===== config.mk =====
export PLATFORM = sky130hd
export DESIGN_NAME = sample_packer
export DESIGN_NICKNAME = d
export VERILOG_FILES = /design/src/rtl/sample_packer_pkg.sv /design/src/rtl/sample_packer_sync_fifo.sv /design/src/rtl/sample_packer.sv
export SDC_FILE = /design/constraint.sdc
export NUM_CORES = 2
export LEC_CHECK = 0
export ABC_AREA = 0
export CAP_MARGIN = 25
export CORE_UTILIZATION = 63
export DETAILED_ROUTE_END_ITERATION = 16
export GPL_ROUTABILITY_DRIVEN = 0
export MAX_ROUTING_LAYER = met4
export PLACE_DENSITY_LB_ADDON = 0.2
export SYNTH_ARGS = -nofsm -noshare
export SYNTH_HDL_FRONTEND = slang
export SYNTH_SLANG_ARGS = --single-unit

===== constraint.sdc =====
create_clock -name clk_pll -period 5.4 [get_ports clk_pll]
set_input_delay 1.08 -clock clk_pll [delete_from_list [all_inputs] [get_ports clk_pll]]
set_output_delay 1.08 -clock clk_pll [all_outputs]
set_load 0.02 [all_outputs]

===== src/rtl/sample_packer_pkg.sv =====
// Shared types and constants for the sample packer: FSM encoding, header magic
// and byte-lane placement inside a packed 32-bit word.
package sample_packer_pkg;

    typedef enum logic [1:0] {
        ST_IDLE = 2'd0,
        ST_HDR  = 2'd1,
        ST_RUN  = 2'd2,
        ST_PAD  = 2'd3
    } state_t;

    localparam logic [15:0] HDR_MAGIC_DEFAULT = 16'hCAFE;
    localparam int          LANE_W            = 8;

    // Lane 0 lands in bits [7:0], lane 3 in bits [31:24].
    function automatic logic [31:0] insert_lane(input logic [31:0] word,
                                                input logic [1:0]  lane,
                                                input logic [7:0]  b);
        logic [31:0] w;
        w = word;
        w[32'(lane) * LANE_W +: LANE_W] = b;
        return w;
    endfunction

endpackage


===== src/rtl/sample_packer_sync_fifo.sv =====
// Single-clock show-ahead FIFO on a distributed-RAM array with async read.
// A push against a full FIFO is accepted only when a pop frees the head slot.
module sample_packer_sync_fifo #(
    parameter int DEPTH_LOG2 = 6,
    parameter int WIDTH      = 32
) (
    input  logic                  clk_i,
    input  logic                  rst_i,
    input  logic                  flush_i,
    input  logic                  push_i,
    input  logic [WIDTH-1:0]      wdata_i,
    input  logic                  pop_i,
    output logic [WIDTH-1:0]      rdata_o,
    output logic                  empty_o,
    output logic                  full_o,
    output logic [DEPTH_LOG2:0]   level_o
);

    localparam int                DEPTH    = 1 << DEPTH_LOG2;
    localparam logic [DEPTH_LOG2:0] FULL_LVL = {1'b1, {DEPTH_LOG2{1'b0}}};

    logic [WIDTH-1:0]      mem [DEPTH];
    logic [DEPTH_LOG2-1:0] wptr_q, rptr_q;
    logic [DEPTH_LOG2:0]   level_q;
    logic                  do_push, do_pop;

    assign empty_o = (level_q == '0);
    assign full_o  = (level_q == FULL_LVL);
    assign level_o = level_q;
    assign rdata_o = empty_o ? '0 : mem[rptr_q];

    assign do_pop  = pop_i && !empty_o;
    assign do_push = push_i && (!full_o || do_pop);

    always_ff @(posedge clk_i or posedge rst_i) begin
        if (rst_i) begin
            wptr_q  <= '0;
            rptr_q  <= '0;
            level_q <= '0;
        end else if (flush_i) begin
            wptr_q  <= '0;
            rptr_q  <= '0;
            level_q <= '0;
        end else begin
            if (do_push) wptr_q <= wptr_q + 1'b1;
            if (do_pop)  rptr_q <= rptr_q + 1'b1;
            if (do_push && !do_pop)      level_q <= level_q + 1'b1;
            else if (do_pop && !do_push) level_q <= level_q - 1'b1;
        end
    end

    always_ff @(posedge clk_i) begin
        if (do_push && !flush_i) mem[wptr_q] <= wdata_i;
    end

endmodule


===== src/rtl/sample_packer.sv =====
// Capture stage: samples ch_data at a programmable rate, packs 4 bytes per word,
// frames each session with a header word and buffers words for the DQ writer.
module sample_packer
    import sample_packer_pkg::*;
#(
    parameter int          DEPTH_LOG2  = 6,
    parameter int          BURST_WORDS = 16,
    parameter logic [15:0] HDR_MAGIC   = HDR_MAGIC_DEFAULT
) (
    input  logic                  clk_pll,
    input  logic                  reset,
    input  logic                  enable,
    input  logic                  flush,
    input  logic [15:0]           sample_div,
    input  logic [7:0]            ch_data,
    input  logic                  rd_pop,
    output logic [31:0]           rd_data,
    output logic                  rd_empty,
    output logic [DEPTH_LOG2:0]   rd_level,
    output logic                  burst_ready,
    output logic                  overflow,
    output logic [15:0]           drop_ctr
);

    localparam logic [DEPTH_LOG2:0] BURST_LVL = (DEPTH_LOG2 + 1)'(BURST_WORDS);

    state_t      state_q, state_d;
    logic        enable_q;
    logic [1:0]  pack_idx_q, pack_idx_d;
    logic [31:0] pack_q, pack_d;
    logic [15:0] div_q, div_d;
    logic [15:0] div_cnt_q, div_cnt_d;
    logic [15:0] seq_q, seq_d;
    logic        overflow_q, overflow_d;
    logic [15:0] drop_ctr_q, drop_ctr_d;
    logic        push, drop, fifo_full;
    logic [31:0] push_word;

    function automatic logic [15:0] sat_inc(input logic [15:0] v);
        return (v == 16'hFFFF) ? v : v + 16'd1;
    endfunction

    always_comb begin
        state_d    = state_q;
        pack_idx_d = pack_idx_q;
        pack_d     = pack_q;
        div_d      = div_q;
        div_cnt_d  = div_cnt_q;
        seq_d      = seq_q;
        push       = 1'b0;
        push_word  = pack_q;
        unique case (state_q)
            ST_IDLE: if (enable && !enable_q) state_d = ST_HDR;
            ST_HDR: begin
                push       = 1'b1;
                push_word  = {HDR_MAGIC, seq_q};
                seq_d      = seq_q + 16'd1;
                div_d      = sample_div;
                div_cnt_d  = '0;
                pack_idx_d = '0;
                pack_d     = '0;
                state_d    = ST_RUN;
            end
            ST_RUN: begin
                if (!enable) begin
                    state_d = (pack_idx_q != 2'd0) ? ST_PAD : ST_IDLE;
                end else if (div_cnt_q == '0) begin
                    pack_d    = insert_lane(pack_q, pack_idx_q, ch_data);
                    div_cnt_d = div_q;
                    if (pack_idx_q == 2'd3) begin
                        push       = 1'b1;
                        push_word  = pack_d;
                        pack_d     = '0;
                        pack_idx_d = '0;
                    end else begin
                        pack_idx_d = pack_idx_q + 2'd1;
                    end
                end else begin
                    div_cnt_d = div_cnt_q - 16'd1;
                end
            end
            ST_PAD: begin
                // Unfilled upper lanes are already zero since pack is cleared per word.
                push    = 1'b1;
                state_d = ST_IDLE;
            end
        endcase

        if (flush) begin
            state_d    = ST_IDLE;
            pack_idx_d = '0;
            pack_d     = '0;
            push       = 1'b0;
        end

        drop       = push && fifo_full && !rd_pop;
        overflow_d = overflow_q;
        drop_ctr_d = drop_ctr_q;
        if (flush) begin
            overflow_d = 1'b0;
            drop_ctr_d = '0;
        end else if (drop) begin
            overflow_d = 1'b1;
            drop_ctr_d = sat_inc(drop_ctr_q);
        end
    end

    always_ff @(posedge clk_pll or posedge reset) begin
        if (reset) begin
            state_q    <= ST_IDLE;
            enable_q   <= 1'b0;
            pack_idx_q <= '0;
            div_cnt_q  <= '0;
            seq_q      <= '0;
            overflow_q <= 1'b0;
            drop_ctr_q <= '0;
        end else begin
            state_q    <= state_d;
            enable_q   <= enable;
            pack_idx_q <= pack_idx_d;
            div_cnt_q  <= div_cnt_d;
            seq_q      <= seq_d;
            overflow_q <= overflow_d;
            drop_ctr_q <= drop_ctr_d;
        end
    end

    always_ff @(posedge clk_pll) begin
        pack_q <= pack_d;
        div_q  <= div_d;
    end

    sample_packer_sync_fifo #(
        .DEPTH_LOG2(DEPTH_LOG2),
        .WIDTH     (32)
    ) u_fifo (
        .clk_i  (clk_pll),
        .rst_i  (reset),
        .flush_i(flush),
        .push_i (push),
        .wdata_i(push_word),
        .pop_i  (rd_pop),
        .rdata_o(rd_data),
        .empty_o(rd_empty),
        .full_o (fifo_full),
        .level_o(rd_level)
    );

    assign burst_ready = (rd_level >= BURST_LVL);
    assign overflow    = overflow_q;
    assign drop_ctr    = drop_ctr_q;

endmodule


==> results_dict.tcl <==
set metrics [dict create \
    die_w_um 372 \
    via_count_of_the_first_global_routing_pass 46500 \
    ctsLongestPathBuffers 3 \
    initial_utilization 0.635 \
    post_synthesis_register_bit_count 2169 \
    final_cell_area_mm2 0.0975 \
    n_fill_cell 8046 \
    clock_transition_at_the_register_clock_pins_on_the_worst_setup_and_hold_paths_after_cts_ns 0.06 \
    startpoint "u_fifo.rptr_q[1]" \
    chipHeight_um 372 \
    grt_residual_overflow 0 \
    row_count 135 \
    kind_of_launch_point_of_the_worst_setup_path "flip-flop" \
    antenna_found_initial 3 \
    finalNetCount 5041 \
    portBuffers 86 \
    cts.sinks 2169 \
    synth_seq_area_share 0.749 \
    tritoncts "done" \
    mappedNetlistNets 4749 \
    timing.final.hold_violations 0 \
    fraction_of_registers_with_async_set_reset 0.0337 \
    status "complete, no violations" \
    number_of_placed_instances_with_taps_included 6552 \
    number_of_synthesized_flops_with_an_enable_pin 2064 \
    pin_slew_with_the_least_headroom_to_its_limit_ns 1.10 \
    core_region_area_mm2 0.135 \
    cts.root.buffer_cell "sky130_fd_sc_hd__clkbuf_16" \
    detail_route.drc_violations 0 \
    final.setup_skew_ns 0.0230 \
    clock.fmax_mhz 186 \
    cts_hold_buffers 0 \
    timing.hold.ws_ns 0.467 \
    dr.first_iter.drc_count 6516 \
    global_route_usage_over_all_layers 0.335 \
    max_slew_margin 0.260 \
    synth.yosys.warnings 0 \
    postRouteWirelength_mm 223 \
    global_route_wire_length_before_repair_mm 318 \
    timing.critical_path.to_type "primary output" \
    cts_htree_levels 4 \
    worst-path-max-fanout 20 \
    syn_area_mm2 0.0861 \
    power.density_mw_per_mm2 394 \
    finalWorstPathRequiredPeriod_ns 5.36 \
    final_min_period_over_clock_period 0.993 \
    vdd.ir_drop.worst_v 0.000558 \
    finish.cell_count_without_fillers 6929 \
    post-layout-total-power_mw 38.4 \
    tritoncts.num_buffers 203 \
    synthesis.instances 4697 \
    placedInstanceArea_mm2 0.0911 \
    ios 87 \
    synthFlopType "sky130_fd_sc_hd__edfxtp_1" \
    hp-start "seq_q[15]" \
    design.die.area_mm2 0.138 \
    crit_required_ns 4.32 \
    synth.distinct_cells 79 \
    post_syn_area_per_cell_um2 18.3 \
    worstPathArrival_ns 4.28 \
    drtAntennaViolNets 0 \
    share_of_final_layout_standard_cells_stronger_than_drive_strength_1 0.281 \
    area_growth_pct 13.3 \
    vias_per_cell 6.91 \
    finalMaxSlewViolations 0 \
    multi_input_comb_area_mm2 0.0209 \
    timing.rr.start "u_fifo.level_o[0]" \
    hold_path_class "flip-flop to flip-flop" \
    grt_start_max_net_pins 123 \
    p_leak_nw 31.6 \
    cap_violations 0 \
    detailed_place_hpwl_mm 129 \
    setup_viol 0 \
    via_count 47900 \
    critical_path_class "flip-flop to primary output" \
    clock_insertion_delay_worst_skew_ns 0.83 \
    grt_setup_unrepaired "true" \
    ff_latch_area_mm2 0.0645 \
    post_drt_wl_per_cell_um 32.2 \
    firstDrtPassIters 8 \
]
## where the power goes
group          internal, mW  switching (mW)  leakage (nW)  total, mW
combinational          2.21            3.95          7.80       6.17
sequential             18.7           0.202          20.8       18.9
clock                  7.39            5.96          3.02       13.4
total                  28.3            10.1          31.6       38.4
## path summary, 6_finish.rpt
path	end	slack, ns	cells past startpoint
max in group asynchronous	u_fifo.rptr_q[2]	3.64	3
hold / removal	seq_q[15]	0.47	1
setup reg to reg	u_fifo.level_o[6]	1.40	9
setup / recovery	rd_data[12]	0.04	8
min in group asynchronous	div_cnt_q[11]	0.64	2
hold reg to reg	seq_q[15]	0.47	1
## repair_timing
| action | 4_1_cts | 5_1_grt |
|---|---|---|
| pin swaps | 0 | 1 |
| gates resized for setup | 8 | 6 |
| endpoints found under the setup margin | 12 | 3 |
| buffers inserted | 4 | 8 |
## worst max-delay path, stage by stage (launching register included)
cell and delay [ns]:
sky130_fd_sc_hd__dfrtp_4 0.69, sky130_fd_sc_hd__nand4bb_2 0.61, sky130_fd_sc_hd__buf_4 0.30, sky130_fd_sc_hd__o22ai_1 0.11, sky130_fd_sc_hd__nor4_1 0.48, sky130_fd_sc_hd__buf_4 0.24, sky130_fd_sc_hd__a21o_1 0.39, sky130_fd_sc_hd__nor3b_1 0.38
sky130_fd_sc_hd__buf_4 0.21
## kinds of logic (layout without fill, tap and decap cells)
kind of cell             Yosys count  count (layout)  share of synthesized area
adder cells (fa/ha/maj)           23              23                    0.00343
multiplexers                     869             869                      0.134
AO/OA/AOI/OAI                    717             717                     0.0589
other                              0               2                          0
XOR/XNOR                          22              22                    0.00224
flip-flops                      2169            2169                      0.749
buffers and inverters            301             750                     0.0152
AND/OR/NAND/NOR                  596             596                     0.0375
## Yosys cell counts (7+ instances only)
cell type	number	share of area
sky130_fd_sc_hd__a211o_1	24	0.0024
sky130_fd_sc_hd__a21o_1	32	0.0028
sky130_fd_sc_hd__a21oi_1	36	0.0021
sky130_fd_sc_hd__a221o_1	29	0.0034
sky130_fd_sc_hd__a221oi_1	64	0.0065
sky130_fd_sc_hd__a22o_1	29	0.0030
sky130_fd_sc_hd__a31oi_1	8	0.00058
sky130_fd_sc_hd__and2_1	9	0.00065
sky130_fd_sc_hd__and3_1	23	0.0017
sky130_fd_sc_hd__buf_1	40	0.0017
sky130_fd_sc_hd__buf_2	102	0.0059
sky130_fd_sc_hd__buf_4	12	0.0010
sky130_fd_sc_hd__clkbuf_1	122	0.0053
sky130_fd_sc_hd__dfrtp_1	73	0.021
sky130_fd_sc_hd__dfxtp_1	32	0.0074
sky130_fd_sc_hd__edfxtp_1	2064	0.72
sky130_fd_sc_hd__ha_1	22	0.0032
sky130_fd_sc_hd__inv_1	17	0.00074
sky130_fd_sc_hd__mux2_2	541	0.071
sky130_fd_sc_hd__mux2i_1	157	0.018
sky130_fd_sc_hd__mux4_2	171	0.045
sky130_fd_sc_hd__nand2_1	84	0.0037
sky130_fd_sc_hd__nand2b_1	7	0.00051
sky130_fd_sc_hd__nand3_1	98	0.0057
sky130_fd_sc_hd__nand4_1	20	0.0015
sky130_fd_sc_hd__nor2_1	138	0.0060
sky130_fd_sc_hd__nor2b_1	27	0.0020
sky130_fd_sc_hd__nor3_1	18	0.0010
sky130_fd_sc_hd__nor3b_1	32	0.0028
sky130_fd_sc_hd__nor4_1	72	0.0052
sky130_fd_sc_hd__o21ai_0	114	0.0066
sky130_fd_sc_hd__o22ai_1	245	0.018
sky130_fd_sc_hd__o2bb2ai_1	75	0.0076
sky130_fd_sc_hd__o31ai_1	8	0.00070
sky130_fd_sc_hd__o41ai_1	7	0.00071
sky130_fd_sc_hd__or2_2	9	0.00065
sky130_fd_sc_hd__or4_1	12	0.0010
sky130_fd_sc_hd__xnor2_1	14	0.0014
sky130_fd_sc_hd__xor2_1	8	0.00081
## through the flow
stage | TNS, ns | worst slack [ns] | utilization
after floorplan | 0 | 1.13 | -
after global placement | 0 | 0.488 | 0.672
after detailed placement | 0 | 0.360 | 0.672
after CTS | 0 | 0.00183 | 0.719
after global routing | -0.0204 | -0.0125 | 0.719
final | 0 | 0.0367 | 0.719
## sequential cells by signal (all words and copies together), names as in the netlist
signal / flops
u_fifo.rptr_q: 6
seq_q: 16
enable_q: 1
pack_q: 32
state_q: 2
pack_idx_q: 2
overflow: 1
drop_ctr: 16
div_cnt_q: 16
div_q: 16
u_fifo.wptr_q: 6
u_fifo.level_o: 7
u_fifo.mem: 2048
## final cells by class
class / instances / share of cell area
tap: 1781 / 0.0229
clock inverter: 91 / 0.00602
multi-input combinational: 2227 / 0.215
inverter: 24 / 0.000963
sequential: 2169 / 0.661
antenna: 2 / 0.0000514
clock buffer: 271 / 0.0569
timing repair buffer: 364 / 0.0370
## placed cells by master (no fill, tap or decap), types with 31 or more instances in the layout
cell / n
sky130_fd_sc_hd__mux4_2: 171
sky130_fd_sc_hd__o2bb2ai_1: 74
sky130_fd_sc_hd__nor4_1: 71
sky130_fd_sc_hd__mux2_2: 541
sky130_fd_sc_hd__nor2_1: 74
sky130_fd_sc_hd__clkinv_2: 40
sky130_fd_sc_hd__mux2i_1: 157
sky130_fd_sc_hd__edfxtp_1: 2064
sky130_fd_sc_hd__buf_12: 55
sky130_fd_sc_hd__buf_4: 246
sky130_fd_sc_hd__nor3b_1: 31
sky130_fd_sc_hd__a21o_1: 32
sky130_fd_sc_hd__clkdlybuf4s50_1: 55
sky130_fd_sc_hd__dfxtp_1: 32
sky130_fd_sc_hd__clkbuf_16: 208
sky130_fd_sc_hd__nand2_1: 84
sky130_fd_sc_hd__o22ai_1: 245
sky130_fd_sc_hd__a21oi_1: 35
sky130_fd_sc_hd__nor2_4: 65
sky130_fd_sc_hd__a221oi_1: 64
sky130_fd_sc_hd__nand3_1: 98
sky130_fd_sc_hd__clkinv_1: 43
sky130_fd_sc_hd__o21ai_0: 113
sky130_fd_sc_hd__dfrtp_1: 67
sky130_fd_sc_hd__clkbuf_1: 53
## per-layer routing
metal	GRT usage	routed length, µm	vias to the layer above
li1	-	-	19800
met1	0.466	85500	24600
met2	0.497	104000	3001
met3	0.0719	25900	457
met4	0.113	7530	0
met5	-	0	-
(Power assumes the default switching activity.)
